**config.mk**
```make
export PLATFORM = sky130hd
export DESIGN_NAME = ifu
export DESIGN_NICKNAME = d
export VERILOG_FILES = /design/src/rtl/ifu_pkg.sv /design/src/rtl/ifu_npc_calc.sv /design/src/rtl/ifu.sv
export SDC_FILE = /design/constraint.sdc
export NUM_CORES = 1
export LEC_CHECK = 0
export ABC_CLOCK_PERIOD_IN_PS = 4400
export CORE_MARGIN = 3
export CORE_UTILIZATION = 30
export CTS_CLUSTER_SIZE = 25
export DETAILED_ROUTE_END_ITERATION = 6
export HOLD_SLACK_MARGIN = 0.05
export SLEW_MARGIN = 10
export SYNTH_ARGS = -nofsm -noshare
export SYNTH_HDL_FRONTEND = slang
export SYNTH_SLANG_ARGS = --single-unit
```
**constraint.sdc**
```tcl
create_clock -name clk -period 4.4 [get_ports clk]
set_input_delay 0.66 -clock clk [delete_from_list [all_inputs] [get_ports clk]]
set_output_delay 0.66 -clock clk [all_outputs]
set_load 0.02 [all_outputs]
```
**src/rtl/ifu_pkg.sv**
```systemverilog
// Shared definitions for the instruction fetch unit and the control decoder:
// next-PC select encodings and the fetch FSM state type.
package ifu_pkg;

  localparam logic [1:0] NPC_PLUS4  = 2'b00;
  localparam logic [1:0] NPC_BRANCH = 2'b01;
  localparam logic [1:0] NPC_JUMP   = 2'b10;
  localparam logic [1:0] NPC_REG    = 2'b11;

  typedef enum logic [1:0] {
    IDLE  = 2'b00,
    FETCH = 2'b01,
    EXEC  = 2'b10
  } state_e;

endpackage

```
**src/rtl/ifu_npc_calc.sv**
```systemverilog
// Combinational next-PC selection: sequential, PC-relative branch, region jump
// or register target. All arithmetic wraps modulo 2^32.
module npc_calc
  import ifu_pkg::*;
(
  input  logic [31:0] pc_plus4_i,
  input  logic [25:0] instr_idx_i,
  input  logic [31:0] reg_target_i,
  input  logic [1:0]  npc_op_i,
  output logic [31:0] npc_o
);

  logic [31:0] branch_off;

  // Branch offset is a signed word count relative to the delay-free pc+4.
  assign branch_off = {{14{instr_idx_i[15]}}, instr_idx_i[15:0], 2'b00};

  always_comb begin
    npc_o = pc_plus4_i;
    case (npc_op_i)
      NPC_PLUS4:  npc_o = pc_plus4_i;
      NPC_BRANCH: npc_o = pc_plus4_i + branch_off;
      NPC_JUMP:   npc_o = {pc_plus4_i[31:28], instr_idx_i, 2'b00};
      NPC_REG:    npc_o = reg_target_i & 32'hFFFF_FFFC;
      default:    npc_o = pc_plus4_i;
    endcase
  end

endmodule

```
**src/rtl/ifu.sv**
```systemverilog
// Instruction fetch unit: holds the PC, fetches one word per retirement over a
// req/ready handshake, and closes the PC loop through npc_calc.
module ifu
  import ifu_pkg::*;
#(
  parameter logic [31:0] RESET_PC = 32'h0000_3000
) (
  input  logic        clk,
  input  logic        rst,
  output logic        im_req,
  output logic [31:0] im_addr,
  input  logic        im_ready,
  input  logic [31:0] im_rdata,
  output logic [31:0] instr,
  output logic        instr_valid,
  output logic [5:0]  op,
  output logic [5:0]  funct,
  output logic [31:0] pc,
  output logic [31:0] pc_plus4,
  input  logic        retire,
  input  logic [1:0]  npc_op,
  input  logic [31:0] reg_target
);

  state_e      state_q;
  logic [31:0] pc_q;
  logic [31:0] instr_q;
  logic        im_req_q;
  logic        instr_valid_q;
  logic [31:0] npc_d;

  npc_calc u_npc_calc (
    .pc_plus4_i   (pc_plus4),
    .instr_idx_i  (instr_q[25:0]),
    .reg_target_i (reg_target),
    .npc_op_i     (npc_op),
    .npc_o        (npc_d)
  );

  // Handshake outputs are registered alongside the state so they never glitch.
  always_ff @(posedge clk or posedge rst) begin
    if (rst) begin
      state_q       <= IDLE;
      pc_q          <= RESET_PC;
      instr_q       <= 32'h0;
      im_req_q      <= 1'b0;
      instr_valid_q <= 1'b0;
    end else begin
      case (state_q)
        IDLE: begin
          state_q  <= FETCH;
          im_req_q <= 1'b1;
        end
        FETCH: begin
          if (im_ready) begin
            instr_q       <= im_rdata;
            state_q       <= EXEC;
            im_req_q      <= 1'b0;
            instr_valid_q <= 1'b1;
          end
        end
        EXEC: begin
          if (retire) begin
            pc_q          <= npc_d;
            state_q       <= FETCH;
            im_req_q      <= 1'b1;
            instr_valid_q <= 1'b0;
          end
        end
        default: begin
          state_q       <= IDLE;
          im_req_q      <= 1'b0;
          instr_valid_q <= 1'b0;
        end
      endcase
    end
  end

  assign im_req      = im_req_q;
  assign im_addr     = pc_q;
  assign instr       = instr_q;
  assign instr_valid = instr_valid_q;
  assign op          = instr_q[31:26];
  assign funct       = instr_q[5:0];
  assign pc          = pc_q;
  assign pc_plus4    = pc_q + 32'd4;

endmodule

```
==> run summary <==
Maximum number of pins on one net before global-route repair: 41. The longest clock path from root to sink contains 2 buffers. The final core utilization was 0.4385.

In this run the post-CTS setup repair buffer count came out at 0. Hold is met by 0.5121 ns. STA classifies the critical path startpoint as a register.

Yosys printed 0 warnings. The share of synthesized flip-flops with an asynchronous set or reset works out to 1.000. The die height came out at 142.5 um. The max-cap violation count was 0; the ratio of cells with drive above 1 in the final layout was 0.1417.

The multi-input combinational cells in the finished layout cover a total of 3481 sq um. The routed layout has 4968 vias. Timing would allow up to 249.8 MHz. Setup repair after global routing left no endpoint under its margin. At the later pin of the worst-skew pair, clock insertion delay measures 0.34 ns. TritonCTS built the clock tree. The setup path with the least slack is of type register to register. Wire length of the first global-routing pass: 28120 um. Summed over all layers, the global routing overflow is 0. Clock-pin slew was measured on the worst setup and hold paths at 0.06 ns. For the worst setup path, the data arrival time is 4.16 ns. The worst setup skew after layout was 0.006829 ns; the part of the cycle the worst path needs was 0.9099. For this block, the initial DRC count from the detailed router was 247.

The floorplan step defined a die boundary enclosing 20300 sq um. The net count of the finished layout is 869. The mean instance size in the synthesized netlist is 9.409 sq um, and the global-route usage over all layers is 0.1766. The final period demand of the worst path is 4.004 ns, and the number of detailed-route iterations in the first pass is 5. In this run, synthesis produced a sequential element count of 65. For the required time of the critical path, the log shows 4.56 ns. The area growth from synthesis to layout is 42.38%. After routing, the total negative slack on setup checks comes to 0 ns. The number of core rows was 49. Dividing the detail-routed wire length by the instance count gives 18.05 um. For this block, the routed nets add up to 18020 um of wire. Routability-driven placement finished with a final weighted congestion of 0.8866. In this run, CTS created clock tree buffers numbering 9. The transition time at the pin with the least slew margin works out to 1.140 ns. The worst setup path is captured at a register. Clock tree synthesis selected as its root buffer the cell sky130_fd_sc_hd__clkbuf_16.

The initial core utilization was 0.3080. The number of clock sinks is 65, and the core footprint is 18150 sq um. IR analysis of the VDD net gives a maximum drop of 0.0003389 V. The worst max-slew margin expressed relative to the limit is 0.2392, and the number of primary I/O pins is 212. The final count of hold timing violations is 0. Yosys mapped a number of flops with a built-in enable equal to 0. The final cell count without fillers was 998. The run gives 594 as the count of mapped cells out of synthesis. The run gives 4976 as the via count of the first global-routing pass. The filler cells instantiated in the layout total 1743. In this run the static leakage power is 0.003323 uW. The logs give 55 for the count of distinct cell types in the synthesized netlist and 14070 um for the sum of net half-perimeters after detailed placement.

The min-delay analysis places its worst path in the category register to register. The prevailing post-synth register cell is sky130_fd_sc_hd__dfrtp_1. The cell area power density was 943.1 nW/um^2; the number of endpoints failing setup at the final stage was 0. The count of pins over their slew limit was 0; the port buffer count was 203. The number of H-tree levels is 3, and the remaining antenna violation count is 0.

The sequential cells in the finished layout cover a total of 1629 sq um. From left edge to right edge, the die measures 142.5 um. The flow ran to the end, and the final reports show no timing, DRC or antenna violations.

The mapped netlist covers 5589 sq um. Along the worst path, the maximum fanout reaches 7. After detailed routing, the number of vias per cell comes to 4.978. Including well taps, the total number of placed cells is 982. The DRC violation count after routing is 0. The initial antenna violation count was 0; the number of diodes was 0. The run gives 0.2915 as the proportion of synthesized chip area in sequential cells.
-- state kept, by name, indices dropped and copies added (netlist names) --
register,cells
im_addr,30
instr,32
instr_valid,1
state_q,2
-- area by class of cell --
cell class	instances	share of cell area
multi-input combinational	452	0.4374
timing repair buffer	221	0.2733
sequential	65	0.2047
tap	229	0.03601
clock buffer	10	0.03003
clock inverter	6	0.01132
inverter	15	0.007233
-- synth_stat cells, types with 2 or more instances --
| master | instances | area, sq um |
|---|---|---|
| sky130_fd_sc_hd__a211oi_1 | 3 | 22.52 |
| sky130_fd_sc_hd__a21o_1 | 10 | 75.07 |
| sky130_fd_sc_hd__a21oi_1 | 41 | 205.2 |
| sky130_fd_sc_hd__a21oi_2 | 2 | 17.52 |
| sky130_fd_sc_hd__a221o_1 | 2 | 20.02 |
| sky130_fd_sc_hd__a22oi_1 | 2 | 15.01 |
| sky130_fd_sc_hd__a31oi_1 | 3 | 18.77 |
| sky130_fd_sc_hd__a32oi_1 | 3 | 26.28 |
| sky130_fd_sc_hd__and2_1 | 7 | 43.79 |
| sky130_fd_sc_hd__and3_1 | 9 | 56.30 |
| sky130_fd_sc_hd__and4_1 | 4 | 35.03 |
| sky130_fd_sc_hd__buf_1 | 2 | 7.510 |
| sky130_fd_sc_hd__buf_4 | 48 | 360.4 |
| sky130_fd_sc_hd__clkbuf_1 | 15 | 56.30 |
| sky130_fd_sc_hd__dfrtp_1 | 63 | 1577 |
| sky130_fd_sc_hd__dfstp_2 | 2 | 52.55 |
| sky130_fd_sc_hd__ha_1 | 34 | 425.4 |
| sky130_fd_sc_hd__inv_1 | 15 | 56.30 |
| sky130_fd_sc_hd__mux2_2 | 35 | 394.1 |
| sky130_fd_sc_hd__mux2i_1 | 8 | 80.08 |
| sky130_fd_sc_hd__mux4_2 | 21 | 473.0 |
| sky130_fd_sc_hd__nand2_1 | 79 | 296.5 |
| sky130_fd_sc_hd__nand2b_1 | 5 | 31.28 |
| sky130_fd_sc_hd__nand3_1 | 13 | 65.06 |
| sky130_fd_sc_hd__nand3b_1 | 3 | 22.52 |
| sky130_fd_sc_hd__nand4_1 | 7 | 43.79 |
| sky130_fd_sc_hd__nor2_1 | 37 | 138.9 |
| sky130_fd_sc_hd__nor2b_1 | 4 | 25.02 |
| sky130_fd_sc_hd__nor3_1 | 7 | 35.03 |
| sky130_fd_sc_hd__o2111ai_1 | 2 | 17.52 |
| sky130_fd_sc_hd__o21a_1 | 3 | 22.52 |
| sky130_fd_sc_hd__o21ai_0 | 24 | 120.1 |
| sky130_fd_sc_hd__o21ai_1 | 2 | 10.01 |
| sky130_fd_sc_hd__o21bai_1 | 3 | 22.52 |
| sky130_fd_sc_hd__o221ai_1 | 3 | 26.28 |
| sky130_fd_sc_hd__o22a_1 | 3 | 26.28 |
| sky130_fd_sc_hd__o31ai_1 | 2 | 15.01 |
| sky130_fd_sc_hd__xnor2_1 | 37 | 324.1 |
| sky130_fd_sc_hd__xor2_1 | 15 | 131.4 |
-- worst max-delay path: stages (launching register included) --
cell and delay (ns):
sky130_fd_sc_hd__dfrtp_1 0.35, sky130_fd_sc_hd__ha_1 0.35, sky130_fd_sc_hd__nand4_2 0.16, sky130_fd_sc_hd__nor3_1 0.20, sky130_fd_sc_hd__buf_4 0.15, sky130_fd_sc_hd__and2_1 0.18, sky130_fd_sc_hd__nand4_1 0.12, sky130_fd_sc_hd__xnor2_1 0.31
sky130_fd_sc_hd__ha_1 0.34, sky130_fd_sc_hd__and3_1 0.23, sky130_fd_sc_hd__and2_1 0.18, sky130_fd_sc_hd__a221o_1 0.30, sky130_fd_sc_hd__a31oi_2 0.22, sky130_fd_sc_hd__o21ai_0 0.15, sky130_fd_sc_hd__xnor2_1 0.24, sky130_fd_sc_hd__mux2i_1 0.23
sky130_fd_sc_hd__a31oi_1 0.10
-- final timing paths --
kind                            cells past startpoint         from     endpoint  slack [ns]
worst max-delay path                               16   im_addr[2]  im_addr[31]        0.40
worst min-delay path                                2  im_addr[13]  im_addr[13]        0.51
worst max register to register                     16   im_addr[2]  im_addr[31]        0.40
worst min register to register                      2  im_addr[13]  im_addr[13]        0.51
max in group asynchronous                           3          rst  im_addr[22]        2.80
min in group asynchronous                           2          rst     instr[6]        0.75
-- power by group --
| part | switching (uW) | leakage [uW] | internal, uW |
|---|---|---|---|
| logic | 2790 | 0.00239 | 2580 |
| registers | 425 | 0.000771 | 899 |
| clock network | 296 | 0.000159 | 514 |
| total | 3510 | 0.00332 | 3990 |
-- cells by family after synthesis --
family,Yosys count,share of synthesized area
AND/OR/NAND/NOR,178,0.1466
buffers and inverters,82,0.09111
AO/OA/AOI/OAI,116,0.1368
adder cells (fa/ha/maj),35,0.07970
multiplexers,65,0.1722
flip-flops,65,0.2915
XOR/XNOR,52,0.08149
other,1,0.0006709
-- stage by stage --
step                      power, uW  cell area, sq um  setup slack, ns
after detailed placement       6680              7620           0.2998
after global routing           8062              7958          0.01269
after CTS                      7528              7949           0.2845
final                          7505              7958           0.3965
after global placement         6623              7620           0.3185
after floorplan                4869              5608           0.2737
-- layer usage --
| metal | vias up | part of all wire | global-route usage |
|---|---|---|---|
| met5 | - | 0 | 0 |
| met3 | 18 | 0.044 | 0.02856 |
| met2 | 148 | 0.46 | 0.2723 |
| met1 | 2383 | 0.48 | 0.2530 |
| li1 | 2419 | - | - |
| met4 | 0 | 0.019 | 0.05703 |
-- layout by cell type (no fill, tap or decap), types with 3 or more instances in the layout --
cell                              Yosys  routed
sky130_fd_sc_hd__clkdlybuf4s50_1      0     202
sky130_fd_sc_hd__nand2_1             79      78
sky130_fd_sc_hd__dfrtp_1             63      63
sky130_fd_sc_hd__a21oi_1             41      41
sky130_fd_sc_hd__xnor2_1             37      37
sky130_fd_sc_hd__nor2_1              37      36
sky130_fd_sc_hd__mux2_2              35      35
sky130_fd_sc_hd__ha_1                34      34
sky130_fd_sc_hd__o21ai_0             24      24
sky130_fd_sc_hd__mux4_2              21      21
sky130_fd_sc_hd__buf_4               48      17
sky130_fd_sc_hd__xor2_1              15      15
sky130_fd_sc_hd__inv_1               15      14
sky130_fd_sc_hd__nand3_1             13      13
sky130_fd_sc_hd__a21o_1              10      10
sky130_fd_sc_hd__and3_1               9       9
sky130_fd_sc_hd__clkbuf_16            0       9
sky130_fd_sc_hd__mux2i_1              8       8
sky130_fd_sc_hd__and2_1               7       7
sky130_fd_sc_hd__nor3_1               7       7
sky130_fd_sc_hd__nand4_1              7       7
sky130_fd_sc_hd__conb_1               1       6
sky130_fd_sc_hd__nand2b_1             5       5
sky130_fd_sc_hd__and4_1               4       4
sky130_fd_sc_hd__nor2b_1              4       4
sky130_fd_sc_hd__o22a_1               3       3
sky130_fd_sc_hd__a32oi_1              3       3
sky130_fd_sc_hd__o21bai_1             3       3
sky130_fd_sc_hd__o221ai_1             3       3
sky130_fd_sc_hd__nand3b_1             3       3
sky130_fd_sc_hd__o21a_1               3       3
sky130_fd_sc_hd__a211oi_1             3       3
-- repair_timing --
action / in CTS / in global routing
resized for setup: 0 / 2
endpoints found under the setup margin: 0 / 2
hold buffers: 0 / 0
(Power assumes the default switching activity.)
